`src/rtl/div_unit_pkg.sv`:
```
// Shared defines for the multi-cycle divider: FSM encodings, handshake levels,
// ALU opcodes for DIV/DIVU and the EX stall-request bit position.
package div_unit_pkg;

    typedef enum logic [1:0] {
        DivFree   = 2'b00,
        DivByZero = 2'b01,
        DivOn     = 2'b10,
        DivEnd    = 2'b11
    } div_state_e;

    localparam logic DivResultReady    = 1'b1;
    localparam logic DivResultNotReady = 1'b0;
    localparam logic DivStart          = 1'b1;
    localparam logic DivStop           = 1'b0;

    localparam logic [7:0] EXE_DIV_OP  = 8'b0001_1010;
    localparam logic [7:0] EXE_DIVU_OP = 8'b0001_1011;

    // Bit of the stall-request vector driven by EX while a division is in flight.
    localparam int STALL_EX_IDX = 3;

endpackage

```
`src/rtl/div_step.sv`:
```
// One restoring radix-2 iteration: trial-subtract the divisor from the upper
// partial remainder and produce the next upper field plus one quotient bit.
module div_step #(
    parameter int WIDTH = 32
) (
    input  logic [WIDTH:0]   upper_i,
    input  logic [WIDTH-1:0] divisor_i,
    output logic [WIDTH-1:0] upper_o,
    output logic             quot_bit_o
);

    // Two guard bits: upper_i may reach 2*divisor-1, which needs WIDTH+1 bits unsigned.
    logic signed [WIDTH+1:0] diff;

    assign diff       = $signed({1'b0, upper_i}) - $signed({2'b00, divisor_i});
    assign quot_bit_o = ~diff[WIDTH+1];
    assign upper_o    = quot_bit_o ? diff[WIDTH-1:0] : upper_i[WIDTH-1:0];

endmodule

```
`src/rtl/div_unit.sv`:
```
// Multi-cycle signed/unsigned divider for DIV/DIVU; result is {remainder, quotient}.
// Define DIV_FASTPATH_EN to finish in one iteration slot when |dividend| < |divisor|.
module div_unit
    import div_unit_pkg::*;
#(
    parameter int WIDTH = 32,
    parameter int CNT_W = 6
) (
    input  logic               clk,
    input  logic               rst,
    input  logic               signed_div_i,
    input  logic [WIDTH-1:0]   opdata1_i,
    input  logic [WIDTH-1:0]   opdata2_i,
    input  logic               start_i,
    input  logic               annul_i,
    output logic [2*WIDTH-1:0] result_o,
    output logic               ready_o
);

    div_state_e         state;
    logic [CNT_W-1:0]   cnt;
    logic [2*WIDTH:0]   work;
    logic [WIDTH-1:0]   divisor_mag;
    logic               neg_quot;
    logic               neg_rem;

    logic [WIDTH-1:0]   dvd_mag;
    logic [WIDTH-1:0]   dvs_mag;
    logic [WIDTH-1:0]   upper_next;
    logic               quot_bit;

    function automatic logic [WIDTH-1:0] cond_negate(input logic [WIDTH-1:0] x,
                                                     input logic en);
        return en ? (~x + WIDTH'(1)) : x;
    endfunction

    // The most negative value negates to itself and is then read as unsigned 2^(WIDTH-1).
    assign dvd_mag = cond_negate(opdata1_i, signed_div_i & opdata1_i[WIDTH-1]);
    assign dvs_mag = cond_negate(opdata2_i, signed_div_i & opdata2_i[WIDTH-1]);

    div_step #(.WIDTH(WIDTH)) u_step (
        .upper_i    (work[2*WIDTH:WIDTH]),
        .divisor_i  (divisor_mag),
        .upper_o    (upper_next),
        .quot_bit_o (quot_bit)
    );

    always_ff @(posedge clk) begin
        if (rst) begin
            state    <= DivFree;
            cnt      <= '0;
            result_o <= '0;
            ready_o  <= DivResultNotReady;
        end else begin
            case (state)
                DivFree: begin
                    ready_o  <= DivResultNotReady;
                    result_o <= '0;
                    if (start_i == DivStart && !annul_i) begin
                        neg_quot    <= signed_div_i & (opdata1_i[WIDTH-1] ^ opdata2_i[WIDTH-1]);
                        neg_rem     <= signed_div_i & opdata1_i[WIDTH-1];
                        divisor_mag <= dvs_mag;
                        if (opdata2_i == '0) begin
                            state <= DivByZero;
`ifdef DIV_FASTPATH_EN
                        end else if (dvd_mag < dvs_mag) begin
                            // Preload the finished form (remainder = |dividend|, quotient = 0)
                            // so the next edge takes the normal sign-fixup exit.
                            work  <= {dvd_mag, {(WIDTH+1){1'b0}}};
                            cnt   <= CNT_W'(WIDTH);
                            state <= DivOn;
`endif
                        end else begin
                            work  <= {{WIDTH{1'b0}}, dvd_mag, 1'b0};
                            cnt   <= '0;
                            state <= DivOn;
                        end
                    end
                end
                DivByZero: begin
                    if (annul_i) begin
                        state <= DivFree;
                    end else begin
                        result_o <= '0;
                        ready_o  <= DivResultReady;
                        state    <= DivEnd;
                    end
                end
                DivOn: begin
                    if (annul_i) begin
                        result_o <= '0;
                        ready_o  <= DivResultNotReady;
                        state    <= DivFree;
                    end else if (cnt == CNT_W'(WIDTH)) begin
                        result_o <= {cond_negate(work[2*WIDTH:WIDTH+1], neg_rem),
                                     cond_negate(work[WIDTH-1:0], neg_quot)};
                        ready_o  <= DivResultReady;
                        state    <= DivEnd;
                    end else begin
                        work <= {upper_next, work[WIDTH-1:0], quot_bit};
                        cnt  <= cnt + CNT_W'(1);
                    end
                end
                DivEnd: begin
                    if (start_i == DivStop) begin
                        result_o <= '0;
                        ready_o  <= DivResultNotReady;
                        state    <= DivFree;
                    end
                end
                default: state <= DivFree;
            endcase
        end
    end

endmodule

```
`config.mk`:
```
export PLATFORM = sky130hd
export DESIGN_NAME = div_unit
export DESIGN_NICKNAME = d
export VERILOG_FILES = /design/src/rtl/div_unit_pkg.sv /design/src/rtl/div_step.sv /design/src/rtl/div_unit.sv
export SDC_FILE = /design/constraint.sdc
export NUM_CORES = 1
export LEC_CHECK = 0
export CORE_AREA = 2 2 148 150
export CTS_CLUSTER_DIAMETER = 150
export DETAILED_ROUTE_END_ITERATION = 7
export DIE_AREA = 0 0 150 152
export GPL_ROUTABILITY_DRIVEN = 0
export PLACE_DENSITY = 0.77
export RECOVER_POWER = 100
export REMOVE_ABC_BUFFERS = 1
export SKIP_LAST_GASP = 1
export SLEW_MARGIN = 20
export SYNTH_ARGS = -nofsm -noshare
export SYNTH_HDL_FRONTEND = slang
export SYNTH_SLANG_ARGS = --single-unit
```
`constraint.sdc`:
```
create_clock -name clk -period 5.6 [get_ports clk]
set_input_delay 1.68 -clock clk [delete_from_list [all_inputs] [get_ports clk]]
set_output_delay 1.68 -clock clk [all_outputs]
set_load 0.1 [all_outputs]
```
==> PnR_summary.wiki <==
{| class="wikitable"
! Metric !! Value
|-
| VDD IR-drop max || 210 uV
|-
| Sink Count || 172
|-
| Critical Path AT || 5.20 ns
|-
| Count of cells resized by post-cts repair || 0
|-
| Most used flip-flop cell after synthesis || edfxtp_1
|-
| Class of the worst hold path || reg -> reg
|-
| Antenna viol nets, final || 0
|-
| Root Driver || clkbuf_16
|-
| Kind of critical path || in -> reg
|-
| Max-slew violation count || 32
|-
| Post-Place Setup Slack || ~0.55 ns
|-
| Number of synthesized flops with an enable pin || 99
|-
| Pin count of the biggest net entering global routing || 55
|-
| Mean instance size in the synthesized netlist || 9.17 um2
|-
| Via density per instance || 5.80
|-
| Endpoint kind of the worst setup timing path || flip-flop
|-
| Distinct cell type count of the synthesized netlist || 61
|-
| Quantity of hold-fixing buffers added after cts || 0
|-
| HPWL after detailed placement || 19.5 mm
|-
| Worst Skew || 0.0127 ns
|-
| Die X-Extent || 150 um
|-
| Worst Max-Slew Pin Slew || 1.54 ns
|-
| #FFs+latches synth || about 170
|-
| Violations in the final reports || max-capacitance violations, max-slew violations
|-
| First-iteration detailed-routing DRC count || 862
|-
| Area added between synthesis and finish || 20.6%
|-
| Initial Utilization || between 50 and 60%
|-
| Via count of the first global-routing pass || ~8600
|-
| Wire length of the first global-routing pass || 43.0 mm
|-
| Max Root-Sink Buffers || 2
|-
| Worst setup margin || roughly 0.57 ns
|-
| Rows || 54
|-
| Kind of start point of the critical path || input pin
|-
| Diodes inserted || 0
|-
| Final routed DRC violation total || 0
|-
| CP required || 5.77 ns
|-
| Timing-limited maximum frequency || 0.199 GHz
|-
| Core footprint || 21400 um2
|-
| Share of the yosys chip area belonging to registers || 41.4%
|-
| Total Die Area || about 23000 um2
|-
| Finish-stage setup viols || 0
|-
| Largest fanout on the critical path || 37
|-
| Clock tree from TritonCTS || yes
|-
| Worst reg-to-reg setup slack || between 1 and 1.5 ns
|-
| Number of levels in the clock H-tree || 4
|-
| Area of combinational cells with multiple inputs || between 5000 and 6000 um2
|-
| Boundary Pins || between 100 and 150
|-
| Count of port buffers added during placement || between 100 and 150
|-
| Grt ovf || 0
|-
| Number of maximum-capacitance constraint violations || 1
|-
| Total wire length after detailed routing || 26.8 mm
|-
| Count of warnings emitted by yosys || 0
|-
| Layout cells sized above 1 || 4.55%
|-
| Worst-path clk slew || 0.07 ns
|-
| Gr usage total || 23.6%
|-
| Vias || 9133
|-
| WL per Instance || 17.0 um
|-
| Worst-Skew Late Latency || 0.44 ns
|-
| Antenna violations before repair || 0
|-
| Post-synthesis instance area || 10700 um2
|-
| RSZ-0062 raised after global routing || false
|-
| Post-CTS Repair Setup Buffers || 0
|-
| Fin nets || 1395
|-
| Headroom to the max-slew limit || -2.70%
|-
| Register cell area after layout || 4430 um2
|-
| Status || finished, violations left
|-
| Final critical path time including I/O delays and setup || between 5 and 6 ns
|-
| Num CTS Buffers || 17
|-
| Synthesized instance count || 1167
|-
| Die height || roughly 150 um
|-
| Post-Route Hold Slack || 0.474 ns
|-
| Static leakage || 0.00495 uW
|-
| Power density cells || between 300 and 400 nW/um2
|-
| Final Hold Fails || 0
|-
| Final Cycle Share || 89.8%
|-
| Fill cell total of the finished layout || ~1800
|-
| 1st-pass router iterations || 5
|-
| Proportion of synthesized flip-flops having asynchronous set or reset || 0%
|}
-- kinds of logic after synthesis --
kind of cell | after synthesis | share of synthesized area (%)
and+or+nand+nor | 355 | 16.0
xor gates and xnor gates | 147 | 12.0
DFF | 172 | 41.4
muxes | 27 | 2.54
AOI/OAI and AO/OA | 310 | 19.0
adders and majority gates | 43 | 5.10
buffers and inverters | 113 | 4.00
-- cell type report --
cell class	count	share of cell area (%)
inverters	64	1.86
repair buffers	146	11.0
flip-flops and latches	172	34.3
clock buffers	20	3.79
clock inverters	12	1.11
well taps	280	2.71
multi-input cells	882	45.2
-- per-layer routing --
metal | GRT usage, % | share of wire, % | vias to the layer above
li1 | - | - | 4456
met1 | 30.8 | 43 | 4253
met2 | 38.7 | 47 | 374
met3 | 4.53 | 7.6 | 50
met4 | 9.07 | 2.8 | 0
met5 | 0 | 0 | -
-- through the flow --
stage          instance area (um2)  cells  setup TNS, ns  utilization, %  total power (uW)
6_report                     12900   1576              0            60.5              4390
5_1_grt                      12900   1576              0            60.5              4610
2_1_floorplan                10500   1118         -22.24               -              2710
3_5_place_dp                 12300   1544              0            57.7              3110
3_3_place_gp                 12300   1544              0            57.7              3080
4_1_cts                      13000   1576              0            60.7              4380
-- registers in the layout, indices dropped and copies added (netlist names) --
signal and cells:
cnt 6, result_o 64, state 2, neg_quot 1
ready_o 1, divisor_mag 32, neg_rem 1, work 65
-- cell usage after synthesis, types with 8 or more instances --
master / count / share of area, %
nand3_1: 22 / 1.0
xnor2_1: 102 / 8.3
o21ai_0: 83 / 3.9
edfxtp_1: 99 / 28
nor2_1: 114 / 4.0
nand2b_1: 10 / 0.58
a21o_1: 17 / 1.2
dfxtp_1: 73 / 14
nand2_1: 99 / 3.5
o31ai_1: 20 / 1.4
nor4_1: 15 / 0.88
ha_1: 42 / 4.9
nor3_1: 22 / 1.0
a21oi_1: 73 / 3.4
or3_1: 12 / 0.70
clkbuf_1: 43 / 1.5
or4_1: 12 / 0.84
a22oi_1: 31 / 2.2
and2_1: 8 / 0.47
mux2i_1: 26 / 2.4
and3_1: 11 / 0.64
inv_1: 63 / 2.2
a22o_1: 23 / 1.9
xor2_1: 45 / 3.7
-- final timing paths --
| kind | from | to | cells after the start |
|---|---|---|---|
| worst max-delay path | opdata2_i[5] | work[60] | 11 |
| worst min-delay path | result_o[32] | result_o[32] | 2 |
| worst max register to register | work[32] | work[57] | 13 |
| worst min register to register | result_o[32] | result_o[32] | 2 |
-- worst max-delay path, cell delays in order --
cell and delay [ns]:
dlygate4sd3_1 0.59, or4_1 0.60, nor4_1 0.39, nor4b_1 0.32, clkbuf_1 0.24, and3_1 0.30, and3b_1 0.30, o21ai_0 0.14
nand2_1 0.18, nor2_4 0.18, buf_12 0.23
-- power breakdown --
part	internal (uW)	leakage (uW)	total (uW)	switching [uW]
Clock	735	0.000316	1280	543
Sequential	1540	0.00150	1690	153
Combinational	541	0.00313	1420	875
Total	2820	0.00495	4390	1570
-- cell usage in the layout (no fill, tap or decap), drive strengths merged, types with 23 or more instances in the layout --
cell	instances
nor2	114
xnor2	102
nand2	99
edfxtp	99
o21ai	86
a21oi	73
dfxtp	73
dlygate4sd3	72
inv	70
clkdlybuf4s50	60
xor2	45
ha	42
a22oi	31
mux2i	26
clkbuf	26
a22o	23
nor3	23
Power figures use the tool's default switching activity.
